--- src/rtl/mem_bus_ctrl_if.sv ---
// mem_bus_ctrl_if: request/response handshake, dump control and scratch-memory
// command bus of the mem_bus_ctrl sequencer, bundled as one interface.
//   req_*      : whole-word read/write request (valid/ready handshake)
//   resp_*     : one-cycle completion pulse with type and read data
//   dump_req   : one-cycle dump request pulse; dump_done acknowledges it
//   busy       : sequencer active or dump pending
//   mem_*      : narrow command bus to the 1024x12 scratch memory; mem_result
//                is the memory's combinational read data
// modport slave  : the sequencer itself
// modport master : its environment (requester plus the memory's read data)
interface mem_bus_ctrl_if #(
    parameter int unsigned ADDR_W = 10,
    parameter int unsigned DATA_W = 12
);
    logic              req_valid;
    logic              req_ready;
    logic              req_write;
    logic [ADDR_W-1:0] req_addr;
    logic [DATA_W-1:0] req_wdata;
    logic [1:0]        req_wmask;
    logic              dump_req;
    logic              resp_valid;
    logic              resp_write;
    logic [DATA_W-1:0] resp_rdata;
    logic              dump_done;
    logic              busy;
    logic              mem_read_write;
    logic              mem_write_commit;
    logic              mem_dump;
    logic [ADDR_W-1:0] mem_addr_data;
    logic [DATA_W-1:0] mem_result;

    modport slave (
        input  req_valid, req_write, req_addr, req_wdata, req_wmask, dump_req, mem_result,
        output req_ready, resp_valid, resp_write, resp_rdata, dump_done, busy,
               mem_read_write, mem_write_commit, mem_dump, mem_addr_data
    );

    modport master (
        output req_valid, req_write, req_addr, req_wdata, req_wmask, dump_req, mem_result,
        input  req_ready, resp_valid, resp_write, resp_rdata, dump_done, busy,
               mem_read_write, mem_write_commit, mem_dump, mem_addr_data
    );
endinterface

--- src/rtl/mem_bus_ctrl.sv ---
// mem_bus_ctrl: upstream sequencer for the 1024x12 scratch memory.
// Accepts whole-word read/write requests and drives the memory's narrow
// command bus: a write becomes an address cycle followed by one 6-bit
// half-commit cycle per selected mask bit; a read is a single address cycle
// whose combinational result is captured into resp_rdata. Dump requests are
// made sticky and serviced from IDLE ahead of any new request.
// Ports:
//   clk  : clock, rising edge
//   rst  : asynchronous, active-high reset
//   bus  : mem_bus_ctrl_if.slave (request, response, dump, memory bus)
module mem_bus_ctrl #(
    parameter int unsigned ADDR_W = 10,
    parameter int unsigned DATA_W = 12
) (
    input  logic           clk,
    input  logic           rst,
    mem_bus_ctrl_if.slave  bus
);
    localparam int unsigned HALF = DATA_W / 2;

    typedef enum logic [2:0] {
        IDLE,
        WR_ADDR,
        WR_LO,
        WR_HI,
        RD,
        DUMP
    } state_t;

    state_t            state, state_n;
    logic [ADDR_W-1:0] addr_q;
    logic [DATA_W-1:0] wdata_q;
    logic [1:0]        wmask_q;
    logic              dump_pend, dump_pend_n;

    // Registered outputs and their next values.
    logic              rw_q, rw_n;
    logic              commit_q, commit_n;
    logic              mdump_q, mdump_n;
    logic [ADDR_W-1:0] ad_q, ad_n;
    logic              resp_valid_q, resp_valid_n;
    logic              resp_write_q, resp_write_n;
    logic [DATA_W-1:0] resp_rdata_q, resp_rdata_n;
    logic              dump_done_q, dump_done_n;

    logic              req_ready;
    logic              accept;
    logic [ADDR_W-1:0] lo_word, hi_word;

    assign req_ready = (state == IDLE) && !dump_pend && !bus.dump_req;
    assign accept    = bus.req_valid && req_ready;

    // Half-commit words: {select, half data}, zero-extended to the bus width.
    always_comb begin
        lo_word         = '0;
        hi_word         = '0;
        lo_word[HALF:0] = {1'b0, wdata_q[HALF-1:0]};
        hi_word[HALF:0] = {1'b1, wdata_q[DATA_W-1:HALF]};
    end

    always_ff @(posedge clk or posedge rst) begin
        if (rst) begin
            state        <= IDLE;
            addr_q       <= '0;
            wdata_q      <= '0;
            wmask_q      <= '0;
            dump_pend    <= 1'b0;
            rw_q         <= 1'b1;
            commit_q     <= 1'b0;
            mdump_q      <= 1'b0;
            ad_q         <= '0;
            resp_valid_q <= 1'b0;
            resp_write_q <= 1'b0;
            resp_rdata_q <= '0;
            dump_done_q  <= 1'b0;
        end else begin
            state        <= state_n;
            dump_pend    <= dump_pend_n;
            rw_q         <= rw_n;
            commit_q     <= commit_n;
            mdump_q      <= mdump_n;
            ad_q         <= ad_n;
            resp_valid_q <= resp_valid_n;
            resp_write_q <= resp_write_n;
            resp_rdata_q <= resp_rdata_n;
            dump_done_q  <= dump_done_n;
            if (accept) begin
                addr_q  <= bus.req_addr;
                wdata_q <= bus.req_wdata;
                wmask_q <= bus.req_wmask;
            end
        end
    end

    // Next-state logic computes the bus value shown during the *next* state,
    // so the registered bus lines up with the state it belongs to.
    always_comb begin
        state_n      = state;
        rw_n         = 1'b1;
        commit_n     = 1'b0;
        mdump_n      = 1'b0;
        ad_n         = '0;
        resp_valid_n = 1'b0;
        resp_write_n = resp_write_q;
        resp_rdata_n = resp_rdata_q;
        dump_done_n  = 1'b0;

        // A dump_req seen during the DUMP cycle itself re-arms the pending flag.
        if (bus.dump_req)
            dump_pend_n = 1'b1;
        else if (state == DUMP)
            dump_pend_n = 1'b0;
        else
            dump_pend_n = dump_pend;

        case (state)
            IDLE: begin
                if (dump_pend) begin
                    state_n = DUMP;
                    mdump_n = 1'b1;
                end else if (accept) begin
                    if (bus.req_write) begin
                        if (bus.req_wmask == 2'b00) begin
                            resp_valid_n = 1'b1;
                            resp_write_n = 1'b1;
                        end else begin
                            state_n = WR_ADDR;
                            rw_n    = 1'b0;
                            ad_n    = bus.req_addr;
                        end
                    end else begin
                        state_n = RD;
                        ad_n    = bus.req_addr;
                    end
                end
            end
            WR_ADDR: begin
                rw_n     = 1'b0;
                commit_n = 1'b1;
                if (wmask_q[0]) begin
                    state_n = WR_LO;
                    ad_n    = lo_word;
                end else begin
                    state_n = WR_HI;
                    ad_n    = hi_word;
                end
            end
            WR_LO: begin
                if (wmask_q[1]) begin
                    state_n  = WR_HI;
                    rw_n     = 1'b0;
                    commit_n = 1'b1;
                    ad_n     = hi_word;
                end else begin
                    state_n      = IDLE;
                    resp_valid_n = 1'b1;
                    resp_write_n = 1'b1;
                end
            end
            WR_HI: begin
                state_n      = IDLE;
                resp_valid_n = 1'b1;
                resp_write_n = 1'b1;
            end
            RD: begin
                state_n      = IDLE;
                resp_valid_n = 1'b1;
                resp_write_n = 1'b0;
                resp_rdata_n = bus.mem_result;
            end
            DUMP: begin
                state_n     = IDLE;
                dump_done_n = 1'b1;
            end
            default: state_n = IDLE;
        endcase
    end

    assign bus.req_ready        = req_ready;
    assign bus.busy             = (state != IDLE) || dump_pend;
    assign bus.mem_read_write   = rw_q;
    assign bus.mem_write_commit = commit_q;
    assign bus.mem_dump         = mdump_q;
    assign bus.mem_addr_data    = ad_q;
    assign bus.resp_valid       = resp_valid_q;
    assign bus.resp_write       = resp_write_q;
    assign bus.resp_rdata       = resp_rdata_q;
    assign bus.dump_done        = dump_done_q;

    // Unused in this configuration when the parameters are consistent; kept for clarity.
    logic unused_addr;
    assign unused_addr = ^addr_q;
endmodule

--- src/flat_wrapper.sv ---
// flat-port wrapper written by rule: the top's interface ports become plain ports
module mem_bus_ctrl_flat 
#(
    parameter int unsigned ADDR_W = 10,
    parameter int unsigned DATA_W = 12
)
  (clk, rst, bus_req_valid, bus_req_write, bus_req_addr, bus_req_wdata, bus_req_wmask, bus_dump_req, bus_mem_result, bus_req_ready, bus_resp_valid, bus_resp_write, bus_resp_rdata, bus_dump_done, bus_busy, bus_mem_read_write, bus_mem_write_commit, bus_mem_dump, bus_mem_addr_data);
  mem_bus_ctrl_if #(.ADDR_W(ADDR_W), .DATA_W(DATA_W)) bus_i ();
  input  logic clk;
  input  logic rst;
  input wire logic [$bits(bus_i.req_valid)-1:0] bus_req_valid;
  input wire logic [$bits(bus_i.req_write)-1:0] bus_req_write;
  input wire logic [$bits(bus_i.req_addr)-1:0] bus_req_addr;
  input wire logic [$bits(bus_i.req_wdata)-1:0] bus_req_wdata;
  input wire logic [$bits(bus_i.req_wmask)-1:0] bus_req_wmask;
  input wire logic [$bits(bus_i.dump_req)-1:0] bus_dump_req;
  input wire logic [$bits(bus_i.mem_result)-1:0] bus_mem_result;
  output wire logic [$bits(bus_i.req_ready)-1:0] bus_req_ready;
  output wire logic [$bits(bus_i.resp_valid)-1:0] bus_resp_valid;
  output wire logic [$bits(bus_i.resp_write)-1:0] bus_resp_write;
  output wire logic [$bits(bus_i.resp_rdata)-1:0] bus_resp_rdata;
  output wire logic [$bits(bus_i.dump_done)-1:0] bus_dump_done;
  output wire logic [$bits(bus_i.busy)-1:0] bus_busy;
  output wire logic [$bits(bus_i.mem_read_write)-1:0] bus_mem_read_write;
  output wire logic [$bits(bus_i.mem_write_commit)-1:0] bus_mem_write_commit;
  output wire logic [$bits(bus_i.mem_dump)-1:0] bus_mem_dump;
  output wire logic [$bits(bus_i.mem_addr_data)-1:0] bus_mem_addr_data;
  assign bus_i.req_valid = bus_req_valid;
  assign bus_i.req_write = bus_req_write;
  assign bus_i.req_addr = bus_req_addr;
  assign bus_i.req_wdata = bus_req_wdata;
  assign bus_i.req_wmask = bus_req_wmask;
  assign bus_i.dump_req = bus_dump_req;
  assign bus_i.mem_result = bus_mem_result;
  assign bus_req_ready = bus_i.req_ready;
  assign bus_resp_valid = bus_i.resp_valid;
  assign bus_resp_write = bus_i.resp_write;
  assign bus_resp_rdata = bus_i.resp_rdata;
  assign bus_dump_done = bus_i.dump_done;
  assign bus_busy = bus_i.busy;
  assign bus_mem_read_write = bus_i.mem_read_write;
  assign bus_mem_write_commit = bus_i.mem_write_commit;
  assign bus_mem_dump = bus_i.mem_dump;
  assign bus_mem_addr_data = bus_i.mem_addr_data;
  mem_bus_ctrl #(.ADDR_W(ADDR_W), .DATA_W(DATA_W)) u_core (.clk(clk), .rst(rst), .bus(bus_i));
endmodule
--- config.mk ---
export PLATFORM = sky130hd
export DESIGN_NAME = mem_bus_ctrl_flat
export DESIGN_NICKNAME = d
export VERILOG_FILES = /design/src/rtl/mem_bus_ctrl_if.sv /design/src/rtl/mem_bus_ctrl.sv /design/src/flat_wrapper.sv
export SDC_FILE = /design/constraint.sdc
export NUM_CORES = 1
export LEC_CHECK = 0
export CAP_MARGIN = 20
export CORE_ASPECT_RATIO = 1.25
export CORE_UTILIZATION = 40
export CTS_CLUSTER_DIAMETER = 200
export DETAILED_ROUTE_END_ITERATION = 7
export GPL_ROUTABILITY_DRIVEN = 0
export PLACE_DENSITY = 0.75
export SLEW_MARGIN = 25
export SYNTH_ARGS = -nofsm -noshare
export SYNTH_HDL_FRONTEND = slang
export SYNTH_SLANG_ARGS = --single-unit
--- constraint.sdc ---
create_clock -name clk -period 1.51 [get_ports clk]
set_input_delay 0.302 -clock clk [delete_from_list [all_inputs] [get_ports clk]]
set_output_delay 0.302 -clock clk [all_outputs]
set_load 0.005 [all_outputs]
-- Yosys cells after proc, flatten, opt, wreduce, memory -nomap -nowiden
Index checks and enable logic that the tools add are counted.
- add/subtract/negate cells: 0
- multiply operators: 0
- divide/modulo/power cells: 0
- order comparisons: 0
- eq/ne operators: 12
- shifts and indexed selects: 0
- multiplexer cells: 37
- bitwise operators: 0
- reduce and logical (&&, ||, !) cells: 14
- operators with widths (operator ; number):
    2-to-1 mux 10 bit ; 4
    one-hot mux 10 bit (3 select lines) ; 1
    2-to-1 mux 1 bit ; 20
    2-to-1 mux 7 bit ; 2
    2-to-1 mux 3 bit ; 4
    one-hot mux 3 bit (3 select lines) ; 1
    inequality test 2 bit, second input constant ; 4
    equality test 3 x 2 -> 1 bit, second input constant ; 2
    equality test 3 bit, second input constant ; 2
    one-hot mux 1 bit (3 select lines) ; 2
    AND reduction 6 bit ; 1
    inequality test 4 x 3 -> 1 bit, second input constant ; 1
    one-hot mux 1 bit (4 select lines) ; 1
    nonzero test 4 bit ; 1
    equality test 3 x 1 -> 1 bit, second input constant ; 1
    logical AND 1 bit ; 3
    logical NOT 3 bit ; 1
    inequality test 3 x 1 -> 1 bit, second input constant ; 1
    nonzero test 3 bit ; 1
    logical NOT 1 bit ; 2
    logical NOT 2 bit ; 1
    2-to-1 mux 2 bit ; 1
    inequality test 2 x 1 -> 1 bit, second input constant ; 1
    one-hot mux 1 bit (2 select lines) ; 1
    4 further kinds ; 4
- register bits: 46
- bits in latches: 0
- RAM bits: 0
- ROM bits: 0
- output and inout port bits: 30
- word-level logic and storage cells: 75
- memories: 0

-- Logic depth before layout (Yosys ltp)
- word-level depth: 7
- mapped depth: 5

-- Worst setup path after synthesis
Ideal clock, no wire load.
- path type: register to register
- start point: register u_core.state[1]
- end point: register u_core.resp_rdata_q[0] (netlist: u_core.bus.resp_rdata[0])
- setup time: 0.125 ns
- data arrival time: 1.434 ns
- data required time: 1.385 ns
- path slack: -0.048 ns
- cell stages (with the launch flop): 6
- path buffers: 2
- clock period less this slack: 1.558 ns
- cell sequence: dfrtp_1 > buf_6 > or2_1 > nor2_2 > buf_6 > mux2_2
- cells in the longest elaborated chain, start to end: 1
- RTL lines (what ; line ; text):
    start: declaration ; mem_bus_ctrl.sv:30 ; state_t state, state_n;
    start signal: assignment ; mem_bus_ctrl.sv:77 ; state <= state_n;
    equality test 3 bit ; mem_bus_ctrl.sv:116 ; case (state)
    end signal: assignment ; mem_bus_ctrl.sv:85 ; resp_rdata_q <= resp_rdata_n;
    end: declaration ; mem_bus_ctrl.sv:43 ; logic [DATA_W-1:0] resp_rdata_q, resp_rdata_n;
Every way passes these cells.
A chain may end at the register's enable or synchronous reset.

-- Worst setup path after layout
- start point: register u_core.state[0]
- end point: register u_core.state[0]
- cells in the longest elaborated chain, start to end: 6
- RTL lines (what ; line ; text):
    logical NOT 3 bit ; mem_bus_ctrl.sv:50, mem_bus_ctrl.sv:116 ;
    logical AND 1 bit (2 in a row) ; mem_bus_ctrl.sv:50 ; assign req_ready = (state == IDLE) && !dump_pend && !bus.dump_req;
    logical AND 1 bit ; mem_bus_ctrl.sv:51 ; assign accept = bus.req_valid && req_ready;
    inequality test 3 x 1 -> 1 bit (no source line) ; n/a ;
    AND reduction 2 bit (no source line) ; n/a ;
Parallel ways exist; a longest one is shown, timed or not.

==> results by group <==
Power and ir drop
  – Worst VDD drop: 0.000879 V
  – Int Power: 4.24 mW
  – Power per Cell Area: 1770 mW/mm2
  – Switch Pwr: 1.56 mW
  – Sequential power share: 35.2%
  – Pleak: 1.50 nW
  – Combinational Power Share: 45.9%
  – Clock network power share: 18.9%
  – Switching share of power: 26.9%

Drt
  – Final wirelength: 4420 um
  – Drt first-iter violations: 26
  – DR vias: 1508
  – WL/cell: 14.5 um
  – Post-DRT Antenna Nets: 0
  – Routed vias/inst: 4.94
  – Drt pass-1 iters: 4
  – Remaining DRCs: 0

Outcome
  – Status: complete, but fails checks
  – Failing checks: setup timing

STA
  – Fin crit period: 1.65 ns
  – Final worst-path cycle share: 109%
  – Final Hold Viols: 0
  – Slew Viols, Final: 0
  – Worst Setup Slack, final: -0.136 ns
  – Hold WS: 0.265 ns
  – Tightest Pin Transition: 0.298 ns
  – RSZ-0062 raised after global routing: true
  – Max Freq: 607 MHz
  – Setup Viol. Count Final: 25
  – Final setup skew: 0.00500 ns
  – Max-slew headroom: 80.0%

Floorplan
  – Die width: 65.1 um
  – Initial core utilization: 41.8%
  – Core area: 0.00476 mm2
  – Die ar.: 0.00526 mm2
  – Rows: 28
  – Die H: 80.9 um
  – IO Count: 71

Logic synthesis
  – Syn Std Cell Area: 0.00199 mm2
  – Top-area cell type share of the netlist area: 56.6%
  – Mux contribution to synthesized area: 16.0%
  – #FFs+latches synth: 46
  – Main synth FF type: dfrtp_1
  – Post-Synth Simple-Gate Area: 13.4%
  – Post-synthesis compound-gate area fraction: 9.37%
  – EDFF count, synth: 0
  – Synth Net Count: 180
  – Dominant cell type by area after synthesis: dfrtp_1
  – Adder-cell area share of the yosys netlist: 0%
  – Sequential fraction of the synthesis area: 57.9%
  – Cells after synthesis: 139
  – Post-synthesis average cell area: 14.3 um2
  – Synth area leaders: dfrtp_1, mux2_2, mux2_4, and2_1, a221o_1
  – Netlist cell types: 39
  – XOR/XNOR Fraction of Synth Area: 0%
  – Async SR Flop Fraction: 100%
  – Largest family of logic cells by synthesized area: multiplexers
  – Yosys warns: 0

Critical path
  – Critical path's most frequent cell: buf_6
  – WP data arrival: 1.88 ns
  – Setup crit end kind: flip-flop
  – CP max stage cell: dfrtp_2
  – Required time of the worst setup path: 1.74 ns
  – Crit path buf inv count: 3
  – Critical R2R Launch: u_core.state[0]$_DFFE_PP0P_
  – CP delay by family, top: simple AND/OR/NAND/NOR gates
  – Startpoint Class: flip-flop
  – CP peak stage delay: 0.44 ns
  – Worst path cell trace: buf_6 > buf_6 > or3_4 > nor3_4 > buf_6 > o221a_1
  – Worst R2R Setup Slack: -0.14 ns
  – Crit Path Max Fanout: 6
  – Worst setup path start: u_core.state[0]$_DFFE_PP0P_
  – Kind of critical path: flip-flop to flip-flop

CTS
  – Longest Clk Path Bufs: 2
  – Hold_buf cts: 0
  – Clock Latency Late Sink: 0.30 ns
  – H-tree levels: 2
  – Reg clk slew, reported paths: 0.08 ns
  – CTS tree: done
  – CTS buffer count: 5
  – CTS root buffer: clkbuf_8
  – Num Clock Sinks: 46

GRT
  – First-pass GRT wire length: 6840 um
  – Vias in the first global route: 1493
  – Total gr overflow: 0
  – Gr usage total: 17.7%
  – Pin count of the biggest net entering global routing: 21
  – Initial antenna violation count: 0

Hold path
  – Hold Crit Class: input pin to asynchronous set/reset pin

Run
  – Maxcap violations: 0

Placed design
  – HPWL after DPL: 3090 um
  – Pre-CTS WS: -0.288 ns
  – Port Buf Inserts: 70

Final layout
  – Fin nets: 285
  – Share of cells above drive strength 1: 38.4%
  – Fillers: 358
  – ANT cells: 0
  – Area delta synth->final: 64.3%
==> synth_stat cells (2+ instances only) <==
master,number
and4bb_2,2
dfrtp_1,45
a211oi_1,3
mux2_4,7
a21o_1,3
and2b_1,2
a31oi_1,2
buf_6,3
nand2_1,2
a21oi_1,2
inv_1,4
nor3b_2,2
nor2_1,4
mux2_2,19
and2_1,9
o2bb2ai_1,2
or3b_4,2
a221o_1,5
==> layer usage <==
layer / vias up / GRT usage (%) / share of wire (%)
li1: 712 / - / -
met1: 732 / 20.6 / 42
met4: 0 / 10.4 / 2.4
met3: 10 / 4.49 / 5.3
met5: - / 0 / 0
met2: 54 / 29.3 / 50
==> cell families (layout without fill, tap and decap cells) <==
kind of cell / Yosys count / after routing
multiplexers: 26 / 26
buffers and inverters: 10 / 116
AO/OA/AOI/OAI: 22 / 22
AND/OR/NAND/NOR: 35 / 35
flip-flops: 46 / 46
==> cells in the final DEF, fill, tap and decap left out, types with 2 or more instances in the layout <==
master and n:
nand2_1 2, nor3b_2 2, and2_1 7, clkbuf_8 6
mux2_2 8, inv_1 3, clkdlybuf4s50_1 66, nor3_4 2
a31oi_1 2, and4bb_2 2, a221o_1 5, a21o_1 3
buf_6 8, buf_12 4, and2b_1 2, bufinv_16 2
nor2_1 3, mux2_4 18, a211oi_1 2, buf_4 23
or3b_4 2, dfrtp_1 44, and2_4 2
==> power by group through the flow <==
stage	clock (mW)	combinational, mW	sequential (mW)
global placement	0	2.17	2.05
global route	1.17	2.86	2.10
detailed placement	0	2.21	2.06
floorplan	0	1.15	2.04
CTS	1.11	2.38	2.03
finish	1.10	2.66	2.04
==> through the flow <==
stage | util [%] | TNS [ns] | std cells | area [um2] | power [mW]
after global routing | 68.6 | -3.50 | 305 | 3270 | 6.14
after global placement | 61.4 | -5.54 | 285 | 2930 | 4.21
after CTS | 66.4 | -3.19 | 302 | 3160 | 5.53
after floorplan | - | -0.00964 | 139 | 2010 | 3.19
after detailed placement | 61.4 | -6.17 | 285 | 2930 | 4.27
final | 68.6 | -2.31 | 305 | 3270 | 5.80
==> final cells by class <==
type                       count  area, um2  share of cell area [%]
clock buffer                   6       82.6                    2.52
clock inverter                 2       60.1                    1.84
inverter                       4       15.0                   0.459
multi-input combinational     83        855                    26.1
sequential                    46       1150                    35.3
tap                           60       75.1                    2.30
timing repair buffer         104       1030                    31.5
==> timing repair <==
item                                    CTS  global route
pin swaps                                 4             9
resized for setup                        20            21
endpoints found under the setup margin   27            28
setup buffers                             8             4
gates cloned                              1             0
==> worst paths after layout <==
check	to	cells past startpoint
setup / recovery	u_core.state[0]$_DFFE_PP0P_	6
hold / removal	u_core.bus.resp_rdata[4]$_DFFE_PP0N_	2
setup reg to reg	u_core.state[0]$_DFFE_PP0P_	6
hold reg to reg	u_core.bus.mem_addr_data[3]$_DFF_PP0_	1
max in group asynchronous	u_core.bus.mem_addr_data[6]$_DFF_PP0_	3
min in group clk	u_core.bus.mem_addr_data[3]$_DFF_PP0_	1
==> flip-flops by register name (all words and copies together), names as in the netlist, 2 cells and up <==
register                  count
u_core.bus.mem_addr_data     10
u_core.bus.resp_rdata        12
u_core.state                  3
u_core.wdata_q               12
u_core.wmask_q                2
No activity file was read; power rests on OpenSTA's default activity.
